--- config.mk ---
export PLATFORM = sky130hd
export DESIGN_NAME = axi_iops_sweep_flat
export DESIGN_NICKNAME = d
export VERILOG_FILES = /design/src/rtl/axi_iops_pkg.sv /design/src/rtl/axi_iops_sweep_if.sv /design/src/rtl/axi_rd_outstanding.sv /design/src/rtl/axi_iops_sweep.sv /design/src/flat_wrapper.sv
export SDC_FILE = /design/constraint.sdc
export NUM_CORES = 1
export LEC_CHECK = 0
export CAP_MARGIN = 40
export CORE_ASPECT_RATIO = 1.2
export CORE_MARGIN = 4
export CORE_UTILIZATION = 35
export DETAILED_ROUTE_END_ITERATION = 8
export PLACE_DENSITY = 0.55
export SYNTH_ARGS = -nofsm -noshare
export SYNTH_HDL_FRONTEND = slang
export SYNTH_HIERARCHICAL = 1
export SYNTH_SLANG_ARGS = --single-unit
--- constraint.sdc ---
create_clock -name clock -period 7.02 [get_ports clock]
set_clock_uncertainty 0.05 [all_clocks]
set_input_delay 1.404 -clock clock [delete_from_list [all_inputs] [get_ports clock]]
set_output_delay 1.404 -clock clock [all_outputs]
set_load 0.01 [all_outputs]
--- src/rtl/axi_iops_pkg.sv ---
// ----------------------------------------------------------------------------
// axi_iops_pkg
// Shared definitions for the AXI read IOPS sweep block: default parameter
// values, counter widths, the sweep state encoding and a small helper that
// normalises the per-step window length.
// ----------------------------------------------------------------------------
package axi_iops_pkg;

    localparam int LEN_SIZE_DEF = 4;    // AXI burst-length field width
    localparam int OUT_BITS_DEF = 16;   // outstanding-burst counter width
    localparam int CNT_W        = 32;   // result counters and window width
    localparam int ARSIZE_W     = 3;    // AXI burst-size field width

    typedef enum logic [1:0] {
        ST_IDLE   = 2'd0,
        ST_RUN    = 2'd1,
        ST_DRAIN  = 2'd2,
        ST_REPORT = 2'd3
    } sweep_state_e;

    // A zero-length window would never let RUN finish cleanly, so it is
    // treated as a single-cycle window.
    function automatic logic [CNT_W-1:0] window_norm(input logic [CNT_W-1:0] w);
        window_norm = (w == {CNT_W{1'b0}}) ? {{(CNT_W-1){1'b0}}, 1'b1} : w;
    endfunction

endpackage

--- src/rtl/axi_iops_sweep_if.sv ---
// ----------------------------------------------------------------------------
// axi_iops_sweep_if
// Bundles the passive AR/R channel taps and the per-step result handshake of
// axi_iops_sweep.
//   mon_arvalid/mon_arready           : AR channel handshake tap
//   mon_rvalid/mon_rready/mon_rlast   : R channel handshake tap
//   res_valid/res_ready               : result handshake
//   res_arlen/res_count/res_cycles    : result payload
// Modports: slave = the sweep block, master = traffic source / result sink.
// ----------------------------------------------------------------------------
interface axi_iops_sweep_if #(
    parameter int LEN_SIZE = axi_iops_pkg::LEN_SIZE_DEF
);
    logic                            mon_arvalid;
    logic                            mon_arready;
    logic                            mon_rvalid;
    logic                            mon_rready;
    logic                            mon_rlast;
    logic                            res_valid;
    logic                            res_ready;
    logic [LEN_SIZE-1:0]             res_arlen;
    logic [axi_iops_pkg::CNT_W-1:0]  res_count;
    logic [axi_iops_pkg::CNT_W-1:0]  res_cycles;

    modport slave (
        input  mon_arvalid, mon_arready, mon_rvalid, mon_rready, mon_rlast,
        input  res_ready,
        output res_valid, res_arlen, res_count, res_cycles
    );

    modport master (
        output mon_arvalid, mon_arready, mon_rvalid, mon_rready, mon_rlast,
        output res_ready,
        input  res_valid, res_arlen, res_count, res_cycles
    );
endinterface

--- src/rtl/axi_rd_outstanding.sv ---
// ----------------------------------------------------------------------------
// axi_rd_outstanding
// Counts AXI read bursts in flight: +1 per AR handshake, -1 per last-beat R
// handshake. Underflow holds at zero and overflow saturates; either raises a
// sticky error that only reset clears.
//   clock, reset (sync, active-high)
//   ar_hs        : AR handshake this cycle
//   r_last_hs    : last-beat R handshake this cycle
//   outstanding  : bursts in flight (registered)
//   err          : sticky underflow/overflow flag (registered)
// ----------------------------------------------------------------------------
module axi_rd_outstanding #(
    parameter int OUT_BITS = axi_iops_pkg::OUT_BITS_DEF
) (
    input  logic                clock,
    input  logic                reset,
    input  logic                ar_hs,
    input  logic                r_last_hs,
    output logic [OUT_BITS-1:0] outstanding,
    output logic                err
);

    localparam logic [OUT_BITS-1:0] CNT_MAX  = {OUT_BITS{1'b1}};
    localparam logic [OUT_BITS-1:0] CNT_ZERO = {OUT_BITS{1'b0}};

    // In-flight burst counter with clamping and sticky error capture
    always_ff @(posedge clock) begin
        if (reset) begin
            outstanding <= CNT_ZERO;
            err         <= 1'b0;
        end else begin
            case ({ar_hs, r_last_hs})
                2'b10: begin
                    if (outstanding == CNT_MAX) begin
                        err <= 1'b1;
                    end else begin
                        outstanding <= outstanding + OUT_BITS'(1'b1);
                    end
                end
                2'b01: begin
                    if (outstanding == CNT_ZERO) begin
                        err <= 1'b1;
                    end else begin
                        outstanding <= outstanding - OUT_BITS'(1'b1);
                    end
                end
                default: begin
                    // idle or simultaneous issue and retire: count unchanged
                    outstanding <= outstanding;
                end
            endcase
        end
    end

endmodule

--- src/rtl/axi_iops_sweep.sv ---
// ----------------------------------------------------------------------------
// axi_iops_sweep
// Sweeps the AXI read burst length from 0 to cfg_len_max. For each length it
// lets the traffic generator run for a window, pauses it, waits for all reads
// to retire, and reports how many bursts completed and how many cycles the
// step took.
//   clock, reset (sync, active-high)
//   start, cfg_arsize, cfg_len_max, cfg_window : sweep configuration
//   abort                                      : end the sweep early
//   bus (slave)   : AR/R taps and result handshake
//   debug_arsize, debug_arlen, debug_pause     : traffic generator control
//   busy, done (pulse), err (sticky)           : status
// ----------------------------------------------------------------------------
module axi_iops_sweep
    import axi_iops_pkg::*;
#(
    parameter int LEN_SIZE = LEN_SIZE_DEF,
    parameter int OUT_BITS = OUT_BITS_DEF
) (
    input  logic                 clock,
    input  logic                 reset,
    input  logic                 start,
    input  logic [ARSIZE_W-1:0]  cfg_arsize,
    input  logic [LEN_SIZE-1:0]  cfg_len_max,
    input  logic [CNT_W-1:0]     cfg_window,
    input  logic                 abort,
    axi_iops_sweep_if.slave      bus,
    output logic [ARSIZE_W-1:0]  debug_arsize,
    output logic [LEN_SIZE-1:0]  debug_arlen,
    output logic                 debug_pause,
    output logic                 busy,
    output logic                 done,
    output logic                 err
);

    sweep_state_e          state_r;
    logic [LEN_SIZE-1:0]   step_r;
    logic [LEN_SIZE-1:0]   len_max_r;
    logic [CNT_W-1:0]      window_r;
    logic [CNT_W-1:0]      win_cnt_r;
    logic                  aborted_r;
    logic                  res_valid_r;
    logic [LEN_SIZE-1:0]   res_arlen_r;
    logic [CNT_W-1:0]      res_count_r;
    logic [CNT_W-1:0]      res_cycles_r;

    logic                  ar_hs_s;
    logic                  rl_hs_s;
    logic                  drain_clear_s;
    logic [OUT_BITS-1:0]   outstanding_s;

    assign ar_hs_s       = bus.mon_arvalid & bus.mon_arready;
    assign rl_hs_s       = bus.mon_rvalid & bus.mon_rready & bus.mon_rlast;
    // An AR still waiting for ready would be lost if we reported now.
    assign drain_clear_s = ~bus.mon_arvalid & (outstanding_s == {OUT_BITS{1'b0}});

    assign bus.res_valid  = res_valid_r;
    assign bus.res_arlen  = res_arlen_r;
    assign bus.res_count  = res_count_r;
    assign bus.res_cycles = res_cycles_r;

    axi_rd_outstanding #(
        .OUT_BITS    (OUT_BITS)
    ) u_outstanding (
        .clock       (clock),
        .reset       (reset),
        .ar_hs       (ar_hs_s),
        .r_last_hs   (rl_hs_s),
        .outstanding (outstanding_s),
        .err         (err)
    );

    // Sweep sequencer: state, step bookkeeping, result counters and outputs
    always_ff @(posedge clock) begin
        if (reset) begin
            state_r      <= ST_IDLE;
            step_r       <= {LEN_SIZE{1'b0}};
            len_max_r    <= {LEN_SIZE{1'b0}};
            window_r     <= {{(CNT_W-1){1'b0}}, 1'b1};
            win_cnt_r    <= {CNT_W{1'b0}};
            aborted_r    <= 1'b0;
            res_valid_r  <= 1'b0;
            res_arlen_r  <= {LEN_SIZE{1'b0}};
            res_count_r  <= {CNT_W{1'b0}};
            res_cycles_r <= {CNT_W{1'b0}};
            debug_arsize <= {ARSIZE_W{1'b0}};
            debug_arlen  <= {LEN_SIZE{1'b0}};
            debug_pause  <= 1'b1;
            busy         <= 1'b0;
            done         <= 1'b0;
        end else begin
            done <= 1'b0;

            // Step measurement runs through RUN and DRAIN; wraps naturally.
            if ((state_r == ST_RUN) || (state_r == ST_DRAIN)) begin
                res_cycles_r <= res_cycles_r + 32'd1;
                if (rl_hs_s) begin
                    res_count_r <= res_count_r + 32'd1;
                end
            end

            case (state_r)
                ST_IDLE: begin
                    if (start) begin
                        len_max_r    <= cfg_len_max;
                        window_r     <= window_norm(cfg_window);
                        step_r       <= {LEN_SIZE{1'b0}};
                        debug_arlen  <= {LEN_SIZE{1'b0}};
                        debug_arsize <= cfg_arsize;
                        debug_pause  <= 1'b0;
                        busy         <= 1'b1;
                        win_cnt_r    <= 32'd1;
                        aborted_r    <= 1'b0;
                        res_count_r  <= {CNT_W{1'b0}};
                        res_cycles_r <= {CNT_W{1'b0}};
                        state_r      <= ST_RUN;
                    end
                end

                ST_RUN: begin
                    // win_cnt_r numbers the current RUN cycle starting at 1
                    if (abort || (win_cnt_r == window_r)) begin
                        aborted_r   <= abort;
                        debug_pause <= 1'b1;
                        state_r     <= ST_DRAIN;
                    end else begin
                        win_cnt_r <= win_cnt_r + 32'd1;
                    end
                end

                ST_DRAIN: begin
                    if (drain_clear_s) begin
                        if (aborted_r || abort) begin
                            busy    <= 1'b0;
                            done    <= 1'b1;
                            state_r <= ST_IDLE;
                        end else begin
                            res_valid_r <= 1'b1;
                            res_arlen_r <= step_r;
                            state_r     <= ST_REPORT;
                        end
                    end else if (abort) begin
                        aborted_r <= 1'b1;
                    end
                end

                ST_REPORT: begin
                    if (bus.res_ready) begin
                        res_valid_r <= 1'b0;
                        if (aborted_r || abort || (step_r == len_max_r)) begin
                            busy    <= 1'b0;
                            done    <= 1'b1;
                            state_r <= ST_IDLE;
                        end else begin
                            step_r       <= step_r + LEN_SIZE'(1'b1);
                            debug_arlen  <= step_r + LEN_SIZE'(1'b1);
                            debug_pause  <= 1'b0;
                            win_cnt_r    <= 32'd1;
                            aborted_r    <= 1'b0;
                            res_count_r  <= {CNT_W{1'b0}};
                            res_cycles_r <= {CNT_W{1'b0}};
                            state_r      <= ST_RUN;
                        end
                    end else if (abort) begin
                        // honoured once the pending result is accepted
                        aborted_r <= 1'b1;
                    end
                end

                default: begin
                    res_valid_r <= 1'b0;
                    debug_pause <= 1'b1;
                    busy        <= 1'b0;
                    state_r     <= ST_IDLE;
                end
            endcase
        end
    end

endmodule

--- src/flat_wrapper.sv ---
// flat-port wrapper written by rule: the top's interface ports become plain ports
module axi_iops_sweep_flat import axi_iops_pkg::*;
#(
    parameter int LEN_SIZE = LEN_SIZE_DEF,
    parameter int OUT_BITS = OUT_BITS_DEF
)
  (clock, reset, start, cfg_arsize, cfg_len_max, cfg_window, abort, debug_arsize, debug_arlen, debug_pause, busy, done, err, bus_mon_arvalid, bus_mon_arready, bus_mon_rvalid, bus_mon_rready, bus_mon_rlast, bus_res_ready, bus_res_valid, bus_res_arlen, bus_res_count, bus_res_cycles);
  axi_iops_sweep_if #(.LEN_SIZE(LEN_SIZE)) bus_i ();
  input  logic clock;
  input  logic reset;
  input  logic start;
  input  logic [ARSIZE_W-1:0] cfg_arsize;
  input  logic [LEN_SIZE-1:0] cfg_len_max;
  input  logic [CNT_W-1:0] cfg_window;
  input  logic abort;
  output logic [ARSIZE_W-1:0] debug_arsize;
  output logic [LEN_SIZE-1:0] debug_arlen;
  output logic debug_pause;
  output logic busy;
  output logic done;
  output logic err;
  input wire logic [$bits(bus_i.mon_arvalid)-1:0] bus_mon_arvalid;
  input wire logic [$bits(bus_i.mon_arready)-1:0] bus_mon_arready;
  input wire logic [$bits(bus_i.mon_rvalid)-1:0] bus_mon_rvalid;
  input wire logic [$bits(bus_i.mon_rready)-1:0] bus_mon_rready;
  input wire logic [$bits(bus_i.mon_rlast)-1:0] bus_mon_rlast;
  input wire logic [$bits(bus_i.res_ready)-1:0] bus_res_ready;
  output wire logic [$bits(bus_i.res_valid)-1:0] bus_res_valid;
  output wire logic [$bits(bus_i.res_arlen)-1:0] bus_res_arlen;
  output wire logic [$bits(bus_i.res_count)-1:0] bus_res_count;
  output wire logic [$bits(bus_i.res_cycles)-1:0] bus_res_cycles;
  assign bus_i.mon_arvalid = bus_mon_arvalid;
  assign bus_i.mon_arready = bus_mon_arready;
  assign bus_i.mon_rvalid = bus_mon_rvalid;
  assign bus_i.mon_rready = bus_mon_rready;
  assign bus_i.mon_rlast = bus_mon_rlast;
  assign bus_i.res_ready = bus_res_ready;
  assign bus_res_valid = bus_i.res_valid;
  assign bus_res_arlen = bus_i.res_arlen;
  assign bus_res_count = bus_i.res_count;
  assign bus_res_cycles = bus_i.res_cycles;
  axi_iops_sweep #(.LEN_SIZE(LEN_SIZE), .OUT_BITS(OUT_BITS)) u_core (.clock(clock), .reset(reset), .start(start), .cfg_arsize(cfg_arsize), .cfg_len_max(cfg_len_max), .cfg_window(cfg_window), .abort(abort), .bus(bus_i), .debug_arsize(debug_arsize), .debug_arlen(debug_arlen), .debug_pause(debug_pause), .busy(busy), .done(done), .err(err));
endmodule
==> run metrics, run 1 <==
Initial Util=0.356; CTS max path bufs=2; DRC errors left=0; layout cells sized above 1=0.0589; Final setup viols=0; initial antenna violation count=1; final hold violations=0; via count=approximately 8300; Psw=950 uW; gr usage total=0.182; Crit Reg-Reg Startpoint=u_core/state_r[0]; area share of the largest cell type after synthesis=0.368; number of CTS-inserted buffers=17; syn avg cell area=around 8.0 um2; Async S/R FF share, synth=0; Net Count, Synth=approximately 1200; CTS tree=built; row count=64; Area Growth Syn to Fin=23.1%; Die Y=185 um; first-pass GRT wire length=42300 um; fin nets=about 1300; GRT overflow=0; GP Congestion=0.841; die width=155 um; post-synth cell types=77; Post-Route WL=26200 um; most numerous cell in the Yosys netlist=dfxtp_1; max_cap viols=0; post-route minimum period=approximately 4400 ps; PostCTS Resize Cnt=0; Max IR drop VDD=roughly 0.19 mV; Post-Route Setup TNS=0 ps; Final period util=0.624; sequential share of the synthesized area=0.368; Leak=0.00395 uW; starting DRC count in detailed routing=just over 400; Finished Core Util=0.438; Sequential Power Share=0.402; max-slew violations=0; status=complete, no violations; Ant. Diodes=0; Worst setup SP type=input pin; clock latency on the worst-skew pair=430 ps; Max FO, Critical Path=33; CORE AREA=25500 um2; crit end category=flop; min-delay worst type=flop to flop; detailed placer's ending HPWL=18700 um; Die Area=approximately 29000 um2; top_reg_cell synth=dfxtp_1; Post-Syn Instances=~1100; count of antenna-violating nets left after detailed routing=0; CP required=about 7300 ps; Buffers on Ports=128; area of the mapped netlist=9090 um2; f_max=0.228 GHz; Boundary Pins=129; register bit count reported by yosys=167; cell internal pwr=1720 uW; crit path kind=input pin to flop; arrival time of the worst setup path=4650 ps; combinational share of power=0.250; vias in the first global route=roughly 8000; Rel. slew slack=0.383; number of flops mapped to enable cells by yosys=0; H-tree Lvls=4; Pre-Repair DR Iteration Count=5; clock share of power=0.348; top post-synthesis cells by area=dfxtp_1 37%, xor2_1 8.4%, nand2_1 6.5%, nor2_1 5.0%, a21oi_1 4.6%; Net Sw Frac=0.356; CTS root buffer=clkbuf_16; post-synth top area cell=dfxtp_1; actual slew at the worst max-slew pin=between 900 and 1000 ps; clk slew on worst S/H paths=70 ps; top cells by count, synth=167 x dfxtp_1, 157 x nand2_1, 120 x nor2_1, 87 x xor2_1, 84 x a21oi_1; Critical Path Source=bus_mon_rlast; largest net degree at the start of global routing=64; CTS sink count=~170; unrepaired setup endpoints after global routing=no; post-CTS setup buffers=0; PD cells=239 nW/um2; vias per cell=5.31; Synth warnings=6; WL per Instance=16.7 um; CTS Hold Bufs=0; critical hold path startpoint=u_core/debug_arsize[0]
-- per-layer routing --
metal / track usage / up-vias / wire length, um
met5: 0 / - / 8
met2: 0.318 / 173 / 13000
met4: 0.0618 / 2 / 584
met3: 0.0406 / 37 / 1140
met1: 0.220 / 3914 / 11400
li1: - / 4209 / -
-- through the flow --
stage / worst slack (ps) / hold slack, ps / instances / instance area, um2 / total power, uW
after CTS: 2650 / 411 / 1569 / 11200 / 2710
after floorplan: 2350 / 398 / 1133 / 9090 / 1550
final: 2640 / 409 / 1570 / 11200 / 2670
after global placement: 2260 / 395 / 1534 / 10600 / 1760
after global routing: 2390 / 422 / 1570 / 11200 / 2820
after detailed placement: 2180 / 399 / 1537 / 10600 / 1770
-- worst max-delay path: stages --
cell,delay (ps)
clkdlybuf4s50_1,460
and3_1,210
ha_1,560
buf_4,410
and4b_1,230
a31oi_1,330
a21oi_1,150
a221oi_1,310
mux2i_1,230
mux2_2,340
-- logic make-up (layout without fill, tap and decap cells) --
group,after synthesis,count (layout),synth area share
flip-flops,167,167,0.368
AND/OR/NAND/NOR,526,526,0.291
multiplexers,31,31,0.0350
XOR/XNOR,109,109,0.105
AO/OA/AOI/OAI,201,201,0.144
adder cells (fa/ha/maj),12,12,0.0165
buffers and inverters,87,194,0.0414
-- power groups by stage --
stage          sequential (uW)  clock (uW)  combinational [uW]
4_1_cts                   1080         960                 674
3_3_place_gp              1100           0                 664
5_1_grt                   1080         998                 741
6_report                  1070         931                 667
2_1_floorplan             1080           0                 477
3_5_place_dp              1100           0                 671
-- layout make-up --
class | count | area [um2]
Clock buffer | 18 | 429
Clock inverter | 14 | 154
Fill cell | 2585 | 14400
Inverter | 19 | 71.3
Multi-Input combinational cell | 879 | 5390
Sequential cell | 167 | 3340
Tap cell | 330 | 413
Timing Repair Buffer | 143 | 1390
-- layout by cell type (no fill, tap or decap), types with 16 or more instances in the layout --
master / Yosys / final
a21oi_1: 84 / 84
and3_1: 18 / 18
clkbuf_16: 0 / 17
clkdlybuf4s50_1: 0 / 127
dfxtp_1: 167 / 167
inv_1: 17 / 17
mux2i_1: 25 / 25
nand2_1: 157 / 157
nand2b_1: 16 / 16
nand3_1: 52 / 52
nand4_1: 30 / 30
nor2_1: 120 / 120
nor4_1: 40 / 40
o21ai_0: 28 / 28
xnor2_1: 22 / 22
xor2_1: 87 / 87
-- path summary, 6_finish.rpt --
check	cells after the start	slack (ps)	endpoint
setup reg to reg	7	3970	u_core/win_cnt_r[20]
setup / recovery	10	2640	u_core/u_outstanding/outstanding[11]
hold / removal	2	410	u_core/debug_arsize[0]
hold reg to reg	2	410	u_core/debug_arsize[0]
-- flip-flops by register name, indices dropped and copies added (netlist names) --
register                          count
u_core/bus.res_cycles                32
u_core/done                           1
u_core/step_r                         4
u_core/bus.res_count                 32
u_core/debug_pause                    1
u_core/bus.res_valid                  1
u_core/state_r                        2
u_core/win_cnt_r                     32
u_core/busy                           1
u_core/window_r                      32
u_core/u_outstanding/err              1
u_core/u_outstanding/outstanding     16
u_core/debug_arsize                   3
u_core/aborted_r                      1
u_core/bus.res_arlen                  4
u_core/len_max_r                      4
Power figures use the tool's default switching activity.
==> run 2: changes to the inputs <==
clock period = 4.2 ns   (was 7.02 ns; I/O delays follow)
==> run 2 against run 1 <==
Non-clock buffer count rose by 9. Worst setup slack got worse by 1900 ps. Wire length is 1.5% higher. Sequential power is 67% higher. Utilization is 0.35 points higher. Count of clock-buffer cells in the layout stayed put.
==> run metrics, run 2 (synthesis gave the netlist of run 1 again) <==
gr usage total=0.184 (+0.00262); starting DRC count in detailed routing=483 (+17%); Area Growth Syn to Fin=24.1%; min-delay worst type=flop to flop; f_max=0.288 GHz; row count=64 (unchanged); PD cells=406 nW/um2 (+70%); CP cell instances=clkdlybuf4s50_1 -> and2_1 -> inv_1 -> ha_1 -> xor2_1 -> ha_1 -> nor4_1 -> or4_1 -> nor2_1 -> a221oi_1 -> a211oi_1 -> mux2_2; max-slew violations=0 (unchanged); Final setup viols=0 (unchanged); DRC errors left=0 (unchanged); crit path kind=input pin to flop; kind of cell adding the most delay to the critical path=simple AND/OR/NAND/NOR gates; Max IR drop VDD=0.221 mV (+17%); Die Y=185 um (unchanged); Max FO, Critical Path=7 (-79%); WL per Instance=16.8 um (+1.0%); Boundary Pins=129 (unchanged); GP Congestion=0.827 (-1.6%); vias per cell=5.34 (+0.66%); CP required=4460 ps (-2830 ps); CTS max path bufs=2 (unchanged); layout cells sized above 1=0.0657 (+0.00683); PostCTS Resize Cnt=0 (unchanged); crit end category=flop; Fin Hold WS=410 ps (+0.951 ps); status=complete, no violations; Ant. Diodes=0 (unchanged); CTS sink count=167 (unchanged); most common cell after layout, fill and taps aside=dfxtp_1; Leak=0.00401 uW (+1.6%); Worst setup SP type=input pin; CTS root buffer=clkbuf_16; post-CTS setup buffers=0 (unchanged); most frequent cells in the layout=167 x dfxtp_1, 157 x nand2_1, 127 x clkdlybuf4s50_1, 120 x nor2_1, 87 x xor2_1; actual slew at the worst max-slew pin=805 ps (-118 ps); CORE AREA=25500 um2 (unchanged); fin nets=1297 (+0.70%); cell area after layout=11300 um2 (+0.79%); clock latency on the worst-skew pair=430 ps (about the same); die width=155 um (unchanged); Rel. slew slack=0.459 (+0.0753); Filler Cells Inserted=2571 (-0.54%); Initial Util=0.356 (unchanged); detailed placer's ending HPWL=19000 um (+1.9%); arrival time of the worst setup path=3730 ps (-920 ps); vias in the first global route=8250 (+2.3%); placed cell area=10700 um2 (+0.77%); Post-Route Setup TNS=0 ps (unchanged); largest net degree at the start of global routing=64 (unchanged); via count=8433 (+1.2%); max_cap viols=0 (unchanged); Post-Route WL=26600 um (+1.5%); Pre-Repair DR Iteration Count=5 (unchanged); CTS Hold Bufs=0 (unchanged); clk slew on worst S/H paths=70 ps (about the same); H-tree Lvls=4 (unchanged); Buffers on Ports=128 (unchanged); CP Buf/Inv Count=2 (unchanged); Max stage delay on crit path=660 ps (+100 ps); Die Area=28600 um2 (unchanged); number of CTS-inserted buffers=17 (unchanged); initial antenna violation count=1 (unchanged); post-route minimum period=3470 ps; count of antenna-violating nets left after detailed routing=0 (unchanged); CTS tree=built; Worst path slowest cell=or4_1; Final period util=0.827; first-pass GRT wire length=43400 um (+2.6%); unrepaired setup endpoints after global routing=no; GRT overflow=0 (unchanged); final hold violations=0 (unchanged); critical path's most frequent cell=ha_1
[run 2: path summary, 6_finish.rpt]
kind	from	endpoint	slack [ps]	depth (start not counted)
setup / recovery	bus_mon_arvalid	u_core/u_outstanding/outstanding[8]	730	12
hold reg to reg	u_core/debug_arsize[2]	u_core/debug_arsize[2]	410	2
hold / removal	u_core/debug_arsize[2]	u_core/debug_arsize[2]	410	2
setup reg to reg	u_core/state_r[1]	u_core/win_cnt_r[29]	1310	8
[run 2: tightest hold or removal path, cell delays in order (launching register included)]
cell and delay, ps:
dfxtp_1 310, nand2_1 50, a21oi_1 50
[run 2: layer usage]
metal  vias up  wire length [um]  global-route usage
li1       4220                 -                   -
met2       213             13500               0.328
met1      3971             11300               0.224
met5         -                13                   0
met3        27              1430              0.0406
met4         2               346              0.0491
[run 2: report_power, final]
group | leakage (uW) | total, uW | switching [uW] | internal [uW]
combinational | 0.00237 | 1160 | 737 | 420
sequential | 0.00135 | 1790 | 105 | 1690
clock | 0.000294 | 1630 | 717 | 912
[run 2: final cells by class]
cell class	instances	area (um2)	area share
multi-input combinational	879	5390	0.478
sequential	167	3340	0.296
timing repair buffer	152	1470	0.130
clock buffer	18	439	0.0389
tap	330	413	0.0366
clock inverter	13	159	0.0141
inverter	19	71.3	0.00632
[run 2: stage by stage]
stage | setup WS, ps | util | instances | power [uW]
after global placement | 383 | 0.418 | 1545 | 2980
after global routing | 550 | 0.442 | 1578 | 4840
final | 728 | 0.442 | 1578 | 4580
after CTS | 756 | 0.442 | 1578 | 4640
after floorplan | 93.6 | - | 1133 | 2600
after detailed placement | 312 | 0.418 | 1547 | 2990
==> run 3: changes to the inputs <==
clock period = 3.3 ns   (was 4.2 ns; I/O delays follow)
==> run 3 against run 2 <==
Critical path depth down 1. Count of clock-buffer cells in the layout up 3. Largest cell class unchanged. Combinational power up 33%. Sequential power up 27%.
==> run metrics, run 3 (synthesis gave the netlist of run 1 again) <==
most frequent cells in the layout=167 x dfxtp_1, 157 x nand2_1, 127 x clkdlybuf4s50_1, 120 x nor2_1, 87 x xor2_1; crit path kind=input pin to flop; clock share of power=0.342 (-0.014); row count=64 (unchanged); Area Growth Syn to Fin=27.5%; Boundary Pins=129 (unchanged); layout cells sized above 1=0.0958 (+0.0301); CP required=3610 ps (-850 ps); Post-Layout Cell Count=1615 (+2.3%); first-pass GRT wire length=42800 um (-1.3%); unrepaired setup endpoints after global routing=no; PD cells=501 nW/um2 (+23%); cell area after layout=11600 um2 (+2.7%); number of CTS-inserted buffers=17 (unchanged); Final period util=0.962; clk slew on worst S/H paths=70 ps (about the same); most common cell after layout, fill and taps aside=dfxtp_1; Initial Util=0.356 (unchanged); gr usage total=0.182 (-0.00237); vias per cell=5.28 (-1.2%); detailed placer's ending HPWL=19200 um (+1.1%); min-delay worst type=flop to flop; Worst setup SP type=input pin; cell internal pwr=3850 uW (+28%); largest net degree at the start of global routing=64 (unchanged); Die Y=185 um (unchanged); CORE AREA=25500 um2 (unchanged); Post-Place Cells=1582 (+2.3%); max-slew violations=0 (unchanged); Max FO, Critical Path=6 (-1); Die Area=28600 um2 (unchanged); via count=8528 (+1.1%); CTS sink count=167 (unchanged); f_max=between 0.3 and 0.4 GHz; die width=155 um (unchanged); Fin Hold WS=408 ps (-2.14 ps); Post-Route Setup TNS=0 ps (unchanged); CTS tree=built; initial antenna violation count=0 (-1); crit end category=flop; Final setup viols=0 (unchanged); placed cell area=11000 um2 (+3.0%); Post-Route WL=26300 um (-1.0%); Sequential Power Share=0.392 (about the same); starting DRC count in detailed routing=405 (-16%); post-route minimum period=3170 ps; Max IR drop VDD=0.367 mV (+66%); Pre-Repair DR Iteration Count=7 (+2); GRT overflow=0 (unchanged); arrival time of the worst setup path=3480 ps (-250 ps); clock latency on the worst-skew pair=430 ps (about the same); final hold violations=0 (unchanged); actual slew at the worst max-slew pin=928 ps (+124 ps); combinational share of power=0.266 (+0.013); Net Sw Frac=0.337 (-0.00383); Leak=0.00417 uW (+4.0%); Psw=1950 uW (+25%); Rel. slew slack=0.375 (-0.0834); CTS max path bufs=2 (unchanged); max_cap viols=0 (unchanged); WL per Instance=16.3 um (-3.3%); DRC errors left=0 (unchanged); count of antenna-violating nets left after detailed routing=0 (unchanged); vias in the first global route=8350 (+1.2%); H-tree Lvls=4 (unchanged); GP Congestion=0.890 (+7.6%); CTS root buffer=clkbuf_16; status=complete, no violations; fin nets=1332 (+2.7%); Buffers on Ports=128 (unchanged); post-CTS setup buffers=0 (unchanged)
## run 3: routing by layer
layer / wire, um / part of all wire / track usage / up-vias
met1: 11500 / 0.44 / 0.225 / 3993
met5: 0 / 0 / 0 / -
met2: 12600 / 0.48 / 0.303 / 216
met3: 1660 / 0.063 / 0.0543 / 32
met4: 489 / 0.019 / 0.0615 / 0
li1: - / - / - / 4287
## run 3: worst paths after layout
path / start / end / slack, ps / depth (start not counted)
worst max-delay path: bus_mon_rlast / u_core/u_outstanding/outstanding[14] / 130 / 11
worst min-delay path: u_core/debug_arsize[0] / u_core/debug_arsize[0] / 410 / 2
worst max register to register: u_core/win_cnt_r[28] / u_core/state_r[0] / 580 / 7
worst min register to register: u_core/debug_arsize[0] / u_core/debug_arsize[0] / 410 / 2
## run 3: area by class of cell
cell class,instances,area (um2)
clock buffers,21,470
flip-flops and latches,167,3340
inverters,19,71.3
clock inverters,11,115
fillers,2529,14000
repair buffers,187,1760
diodes,1,2.50
multi-input cells,879,5420
well taps,330,413
## run 3: power groups by stage
stage | clock network (uW) | registers (uW) | logic [uW]
after floorplan | 0 | 2290 | 1020
after global placement | 0 | 2320 | 1540
after detailed placement | 0 | 2320 | 1540
after CTS | 2050 | 2280 | 1550
after global routing | 2130 | 2290 | 1700
final | 1980 | 2280 | 1540
## run 3: critical path: stages
cell             delay, ps
clkdlybuf4s50_1        470
and3_4                 210
ha_4                   140
xor2_1                 160
ha_2                   220
nor4_2                  50
or4_1                  680
o41ai_2                240
o211ai_1               140
or3_1                  370
a21oi_1                130
## run 3: stage by stage
step / utilization / setup WS, ps / total power (uW)
global route: 0.454 / 4.55 / 6120
floorplan: - / -175 / 3310
detailed placement: 0.431 / -306 / 3870
CTS: 0.454 / 169 / 5880
finish: 0.454 / 127 / 5800
global placement: 0.431 / -217 / 3860
## run 3: what timing repair did
| action | in CTS | in global routing |
|---|---|---|
| endpoints found under the setup margin | 0 | 1 |
| hold buffers | 0 | 0 |
| resized for setup | 0 | 1 |
